<file path="config.mk">
export PLATFORM = sky130hd
export DESIGN_NAME = am2900_next_addr_ctl
export DESIGN_NICKNAME = d
export VERILOG_FILES = /design/src/rtl/am2900_next_addr_ctl.sv
export SDC_FILE = /design/constraint.sdc
export NUM_CORES = 1
export LEC_CHECK = 0
export CORE_MARGIN = 2
export CORE_UTILIZATION = 55
export CTS_BUF_LIST = sky130_fd_sc_hd__clkbuf_2 sky130_fd_sc_hd__clkbuf_4 sky130_fd_sc_hd__clkbuf_8
export DETAILED_ROUTE_END_ITERATION = 8
export DONT_BUFFER_PORTS = 1
export PLACE_DENSITY = 0.71
export SYNTH_ARGS = -nofsm -noshare
export SYNTH_HDL_FRONTEND = slang
export SYNTH_SLANG_ARGS = --single-unit
</file>
<file path="constraint.sdc">
create_clock -name CP -period 6.48 [get_ports CP]
set_input_delay 0.324 -clock CP [delete_from_list [all_inputs] [get_ports CP]]
set_output_delay 0.324 -clock CP [all_outputs]
set_load 0.05 [all_outputs]
</file>
<file path="src/rtl/am2900_next_addr_ctl.sv">
// Next-address control for cascaded Am2909 slices: decodes the microinstruction
// next-address field and tracks the loop counter and sequencer stack depth.
module am2900_next_addr_ctl #(
  parameter int W           = 12,
  parameter int STACK_DEPTH = 4
) (
  input  logic         CP,
  input  logic         RST,
  input  logic [3:0]   I,
  input  logic         CCEN_n,
  input  logic         CC_n,
  input  logic [W-1:0] D,
  output logic [1:0]   S,
  output logic         FE_n,
  output logic         PUP,
  output logic         ZERO_n,
  output logic         PL_n,
  output logic         MAP_n,
  output logic         VECT_n,
  output logic         CTR_ZERO,
  output logic         STK_FULL,
  output logic         STK_EMPTY,
  output logic         ERR
);

  localparam int DW = $clog2(STACK_DEPTH + 1);
  localparam logic [DW-1:0] DEPTH_MAX = DW'(STACK_DEPTH);

  localparam logic [1:0] S_UPC = 2'b00;
  localparam logic [1:0] S_AR  = 2'b01;
  localparam logic [1:0] S_STK = 2'b10;
  localparam logic [1:0] S_D   = 2'b11;

  logic [W-1:0]  ctr_p0;
  logic [DW-1:0] depth_p0;
  logic          err_p0;

  logic       pass, ctr_nz;
  logic       push, pop, ld, dec, clr;
  logic [1:0] s_d;
  logic       zero_n_d, pl_n_d, map_n_d, vect_n_d;

  assign pass      = CCEN_n | ~CC_n;
  assign ctr_nz    = (ctr_p0 != '0);
  assign CTR_ZERO  = ~ctr_nz;
  assign STK_FULL  = (depth_p0 == DEPTH_MAX);
  assign STK_EMPTY = (depth_p0 == '0);
  assign ERR       = err_p0;

  always_comb begin
    s_d      = S_UPC;
    zero_n_d = 1'b1;
    pl_n_d   = 1'b0;
    map_n_d  = 1'b1;
    vect_n_d = 1'b1;
    push     = 1'b0;
    pop      = 1'b0;
    ld       = 1'b0;
    dec      = 1'b0;
    clr      = 1'b0;
    case (I)
      4'h0: begin zero_n_d = 1'b0; clr = 1'b1; end
      4'h1: if (pass) begin s_d = S_D; push = 1'b1; end
      4'h2: begin s_d = S_D; pl_n_d = 1'b1; map_n_d = 1'b0; end
      4'h3: if (pass) s_d = S_D;
      4'h4: begin push = 1'b1; ld = pass; end
      4'h5: begin push = 1'b1; s_d = pass ? S_D : S_AR; end
      4'h6: begin
        pl_n_d   = 1'b1;
        vect_n_d = 1'b0;
        if (pass) s_d = S_D;
      end
      4'h7: s_d = pass ? S_D : S_AR;
      4'h8: if (ctr_nz) begin s_d = S_STK; dec = 1'b1; end
            else pop = 1'b1;
      4'h9: if (ctr_nz) begin s_d = S_D; dec = 1'b1; end
      4'hA: if (pass) begin s_d = S_STK; pop = 1'b1; end
      4'hB: if (pass) begin s_d = S_D; pop = 1'b1; end
      4'hC: ld = 1'b1;
      4'hD: if (pass) pop = 1'b1;
            else s_d = S_STK;
      4'hE: ;
      4'hF: begin
        // Twin-way branch: stack on pass, else loop on stack until counter drains
        if (pass)        begin s_d = S_STK; pop = 1'b1; end
        else if (ctr_nz) begin s_d = S_STK; dec = 1'b1; end
        else             begin s_d = S_D;   pop = 1'b1; end
      end
      default: ;
    endcase
  end

  // Reset overrides the decode so the sequencer emits address 0
  always_comb begin
    if (RST) begin
      S      = S_UPC;
      FE_n   = 1'b1;
      PUP    = 1'b0;
      ZERO_n = 1'b0;
      PL_n   = 1'b0;
      MAP_n  = 1'b1;
      VECT_n = 1'b1;
    end else begin
      S      = s_d;
      FE_n   = ~(push | pop);
      PUP    = push;
      ZERO_n = zero_n_d;
      PL_n   = pl_n_d;
      MAP_n  = map_n_d;
      VECT_n = vect_n_d;
    end
  end

  // Stage p0: counter, depth and sticky error state
  always_ff @(posedge CP) begin
    if (RST) begin
      ctr_p0   <= '0;
      depth_p0 <= '0;
      err_p0   <= 1'b0;
    end else begin
      if (ld)       ctr_p0 <= D;
      else if (dec) ctr_p0 <= ctr_p0 - W'(1);

      if (clr) begin
        depth_p0 <= '0;
        err_p0   <= 1'b0;
      end else if (push) begin
        if (STK_FULL) err_p0   <= 1'b1;
        else          depth_p0 <= depth_p0 + DW'(1);
      end else if (pop) begin
        if (STK_EMPTY) err_p0   <= 1'b1;
        else           depth_p0 <= depth_p0 - DW'(1);
      end
    end
  end

endmodule

</file>
Word level (Yosys, flattened, before mapping)

Cells that the tools add are included.

$lt $le $gt $ge: 0
$add $sub $neg: 3
Divide/modulo/power cells: 0
Shift operators: 0
Reductions and logical operators: 15
Equality and inequality tests: 18
$mul: 0
Bitwise logic cells: 5
Multiplexer cells: 40

Operator list:

| cell                                                                  | count |
|---|---|
| 4-bit == test (second input constant)                                 | 7 |
| 12-bit two-way mux                                                    | 2 |
| 1-bit two-way mux                                                     | 22 |
| 4-bit by 3-bit == test with 1-bit output (second input constant)      | 4 |
| 2-bit case mux with 8 select lines                                    | 1 |
| 2-bit two-way mux                                                     | 7 |
| 3-bit two-way mux                                                     | 4 |
| 12-bit nonzero test                                                   | 1 |
| 12-bit by 1-bit subtractor with 12-bit output (second input constant) | 1 |
| 2-bit OR reduction                                                    | 5 |
| 4-bit by 2-bit == test with 1-bit output (second input constant)      | 2 |
| 1-bit case mux with 2 select lines                                    | 3 |
| 3-bit AND reduction                                                   | 2 |
| 2-bit nonzero test                                                    | 3 |
| 4-bit by 1-bit == test with 1-bit output (second input constant)      | 1 |
| 4-bit zero test                                                       | 1 |
| 2-bit inequality test (second input constant)                         | 2 |
| 4-bit OR reduction                                                    | 1 |
| 3-bit by 1-bit adder with 3-bit output (second input constant)        | 1 |
| 3-bit == test (second input constant)                                 | 1 |
| 3-bit zero test                                                       | 1 |
| 1-bit inverter                                                        | 3 |
| 1-bit case mux with 3 select lines                                    | 1 |
| 3-bit OR reduction                                                    | 1 |
| other kinds (3)                                                       | 4 |

Input bits: 20
Memory bits (writable): 0
Latch bits: 0
Word-level logic and storage cells: 84
Output and inout bits: 12
Memories kept: 0
Flip-flop bits (word level): 16
Memory bits (read-only): 0

Logic depth before layout (Yosys ltp)

Depth in word-level cells: 7
Gate-level depth with buffers: 10
Mapped depth without buffers: 8

Worst setup path before layout

Ideal clock, no wire load.

Kind: input to output
From: in I[1]
To: out VECT_n
Slack: 2.979 ns
Buffers on the path: 1
Cell stages on the path: 3
Arrival: 3.177 ns
Data required time: 6.156 ns
Cell sequence: clkbuf_1 nor4b_1 nand2_1

Word-level cells in the longest chain between the ends: 3

RTL lines:

| item                                     | line | text |
|---|---|---|
| from (decl)                              | 9    | `input logic [3:0] I,` |
| 4-bit by 3-bit == test with 1-bit output | 61   | `case (I)` |
| 1-bit two-way mux                        | 61   |  |
| 1-bit two-way mux                        | 95   | `if (RST) begin` |
| to (decl)                                | 19   | `output logic VECT_n,` |

Every way passes these cells.

Worst setup path after layout

From: reg ctr_p0[0]
To: out S[0]

Word-level cells in the longest chain between the ends: 5
Elaborated cells on any way between the ends: 6
Classes of those cells: mux: 5; reduce/logical: 1

RTL lines:

| item                                   | line | text |
|---|---|---|
| from (decl)                            | 34   | `logic [W-1:0] ctr_p0;` |
| from (signal assigned)                 | 122  | `else if (dec) ctr_p0 <= ctr_p0 - W'(1);` |
| 12-bit nonzero test (*)                | 44   | `assign ctr_nz = (ctr_p0 != '0);` |
| 1-bit two-way mux                      | 86   | `else if (ctr_nz) begin s_d = S_STK; dec = 1'b1; end` |
| 1-bit two-way mux                      | 85   | `if (pass) begin s_d = S_STK; pop = 1'b1; end` |
| 2-bit case mux with 8 select lines (*) | 61   |  |
| 2-bit two-way mux (*)                  | 95   |  |
| to (decl)                              | 13   | `output logic [1:0] S,` |

Mark *: on every way between the ends. The rest lies on a longest branch, timed or not.

==> reports/qor.txt <==
via count = 1,228
Warnings, synthesis = 0
Routed Antenna Nets = 0
share of layout cells above drive strength 1 = 12.42%
Die Span Y = 51.75 um
fin crit period = 3473 ps
Pint = 187.3 uW
critical path type = register to output port
per-cell routed wire length = 15.54 um
drt total wl = 2938 um
P_leak = 0.4804 nW
CP cell instances = inv_1 -> ha_1 -> or3b_2 -> or4_4 -> nor3_1 -> a41oi_1 -> a31oi_1
synthesis-to-finish area growth = 3.593%
First-pass DRT Iterations = 4
Detailed Place HPWL = 2123 um
Net Switching = 130.6 uW
Critical Path Fanout Max = 6
Post-synth EDFFs = 0
CP Capture Type = output port
CTS root buf = clkbuf_4
Starting Density = 57.22%
clock tree buffer depth = 2
Mapped Avg Cell Area = 7.552 um2
sequential-to-total area share from yosys stat = 25.55%
Mapped Area = 0.001254 mm2
Post-CTS Setup Inserts = 0
worst-margin pin slew = 1170 ps
crit path DAT = 3150 ps
hold buffers post-CTS = 0
post-synthesis cell count = 166
Clock Latency Late Sink = 300 ps
routability cong. = 0.8909
# diodes = 0
ys async rst share = 0%
RSZ-0062 raised after global routing = false
max_slew headroom = 21.63%
largest net degree at the start of global routing = 21
post-synth net total = 189
H-tree depth = 1
status = finished, final reports clean
Switching Fraction = 41.08%
CTS sink count = 16
Worst VDD drop = 0.1494 mV
CP peak stage delay = 940 ps
number of global-route vias before repair = 1,112
Pwr Density = 244.8 mW/mm2
Max Freq = 288.0 MHz
DRT iter0 DRCs = 34
CP delay by family, top = simple AND/OR/NAND/NOR gates
CORE AREA = 0.002191 mm2
CTS tree = done
clock skew = 4.355 ps
Period Utilization, post-route = 53.59%
Hold Path Class = primary input to register
Total Nets Final = 185
Final Max Tran Viols = 0
Site Rows = 17
clock slew at reported path FFs = 100 ps
crit path launch type = register
IO Pins = 32
Yosys reg bits = 16
initial antenna violation count = 0
Die Wd = 51.75 um
Worst Path Buf+Inv = 1
CTS Buf Count = 3
sequential share of power = 39.4%
CP required = 6160 ps
drt drc = 0
die area = 0.002678 mm2
slowest CP cell = a31oi_1
Fin Setup TNS = 0 ps
combinational power share = 39.1%
Setup violations, final = 0
final hold violation count = 0
Post-synth top flop = dfxtp_1
total gr overflow = 0
Clk pwr share = 21.6%
post_cts resized = 0
Total Power = 317.9 uW
total global-route track usage = 23.18%
max-cap viol count = 0
first-pass GRT wire length = 4761 um
Port Buffers = 0
Vias/cell = 6.497
Distinct cells, synth = 50
[logic make-up (layout without fill, tap and decap cells)]
logic type	count (synthesis)	count (layout)	synth area share, %
flip-flops	16	16	25.55
multiplexers	3	3	2.595
XOR/XNOR	4	4	2.795
AO/OA/AOI/OAI	47	47	26.85
buffers and inverters	16	11	6.088
adder cells (fa/ha/maj)	3	3	3.593
AND/OR/NAND/NOR	77	77	32.53
[layout by cell type (no fill, tap or decap), types with 3 or more instances in the layout]
cell and count:
a211oi_1 4, a21oi_1 14, and3_1 4, clkbuf_4 3
dfxtp_1 16, inv_1 5, nand2_1 6, nand2b_1 6
nand3_1 4, nor2_1 28, nor2b_1 4, nor3_1 3
nor4_1 6, o21ai_0 7, xnor2_1 3
[power groups by stage]
stage / Clock (mW) / Sequential, mW / Combinational (mW)
global route: 0.0722 / 0.127 / 0.137
finish: 0.0686 / 0.125 / 0.124
detailed placement: 0 / 0.127 / 0.124
floorplan: 0 / 0.124 / 0.116
global placement: 0 / 0.126 / 0.120
CTS: 0.0684 / 0.125 / 0.125
[synth_stat cells, types with 3 or more instances]
master     n  area share [%]
dfxtp_1   16              26
nor3_1     4             1.6
nand3_1    4             1.6
o21ai_0    7             2.8
a21oi_1   14             5.6
nor2b_1    4             2.0
inv_1      5             1.5
nand2b_1   6             3.0
nor2_1    28             8.4
nand2_1    6             1.8
and3_1     4             2.0
a211oi_1   4             2.4
clkbuf_1   7             2.1
nor4_1     6             3.0
xnor2_1    3             2.1
[final timing paths]
check | slack [ps] | depth (start not counted) | startpoint | endpoint
min reg2reg | 500 | 2 | ctr_p0[6]$_SDFFE_PP0P_ | ctr_p0[6]$_SDFFE_PP0P_
min | 80 | 1 | RST | ctr_p0[3]$_SDFFE_PP0P_
max | 3010 | 7 | ctr_p0[0]$_SDFFE_PP0P_ | S[0]
max reg2reg | 3880 | 8 | ctr_p0[0]$_SDFFE_PP0P_ | ctr_p0[10]$_SDFFE_PP0P_
[registers in the layout, summed over array words and instances, names as in the netlist]
name and count:
ctr_p0 12, depth_p0 3, ERR 1
[metrics by stage]
| step | instances | setup slack, ps | hold WS (ps) | utilization [%] | area (um2) |
|---|---|---|---|---|---|
| after global routing | 189 | 2901 | 72.28 | 59.28 | 1299 |
| after CTS | 189 | 3013 | 81.76 | 59.28 | 1299 |
| after floorplan | 166 | 2979 | 460.1 | - | 1254 |
| final | 189 | 3007 | 78.47 | 59.28 | 1299 |
| after global placement | 185 | 3394 | 396.2 | 57.62 | 1262 |
| after detailed placement | 185 | 3347 | 398.9 | 57.62 | 1262 |
[per-layer routing]
| metal | track usage [%] | share of wire (%) | up-vias |
|---|---|---|---|
| li1 | - | - | 596 |
| met1 | 27.24 | 42 | 579 |
| met2 | 42.09 | 50 | 46 |
| met3 | 3.736 | 6.2 | 7 |
| met4 | 8.333 | 1.7 | 0 |
| met5 | 0 | 0 | - |
[area by class of cell]
class	instances	area [um2]
multi-input combinational	134	873.3
sequential	16	320.3
tap	28	35.03
clock buffer	4	36.28
fill	228	892.1
timing repair buffer	2	15.01
inverter	5	18.77
Note: power is estimated with default switching activity, not from simulation.
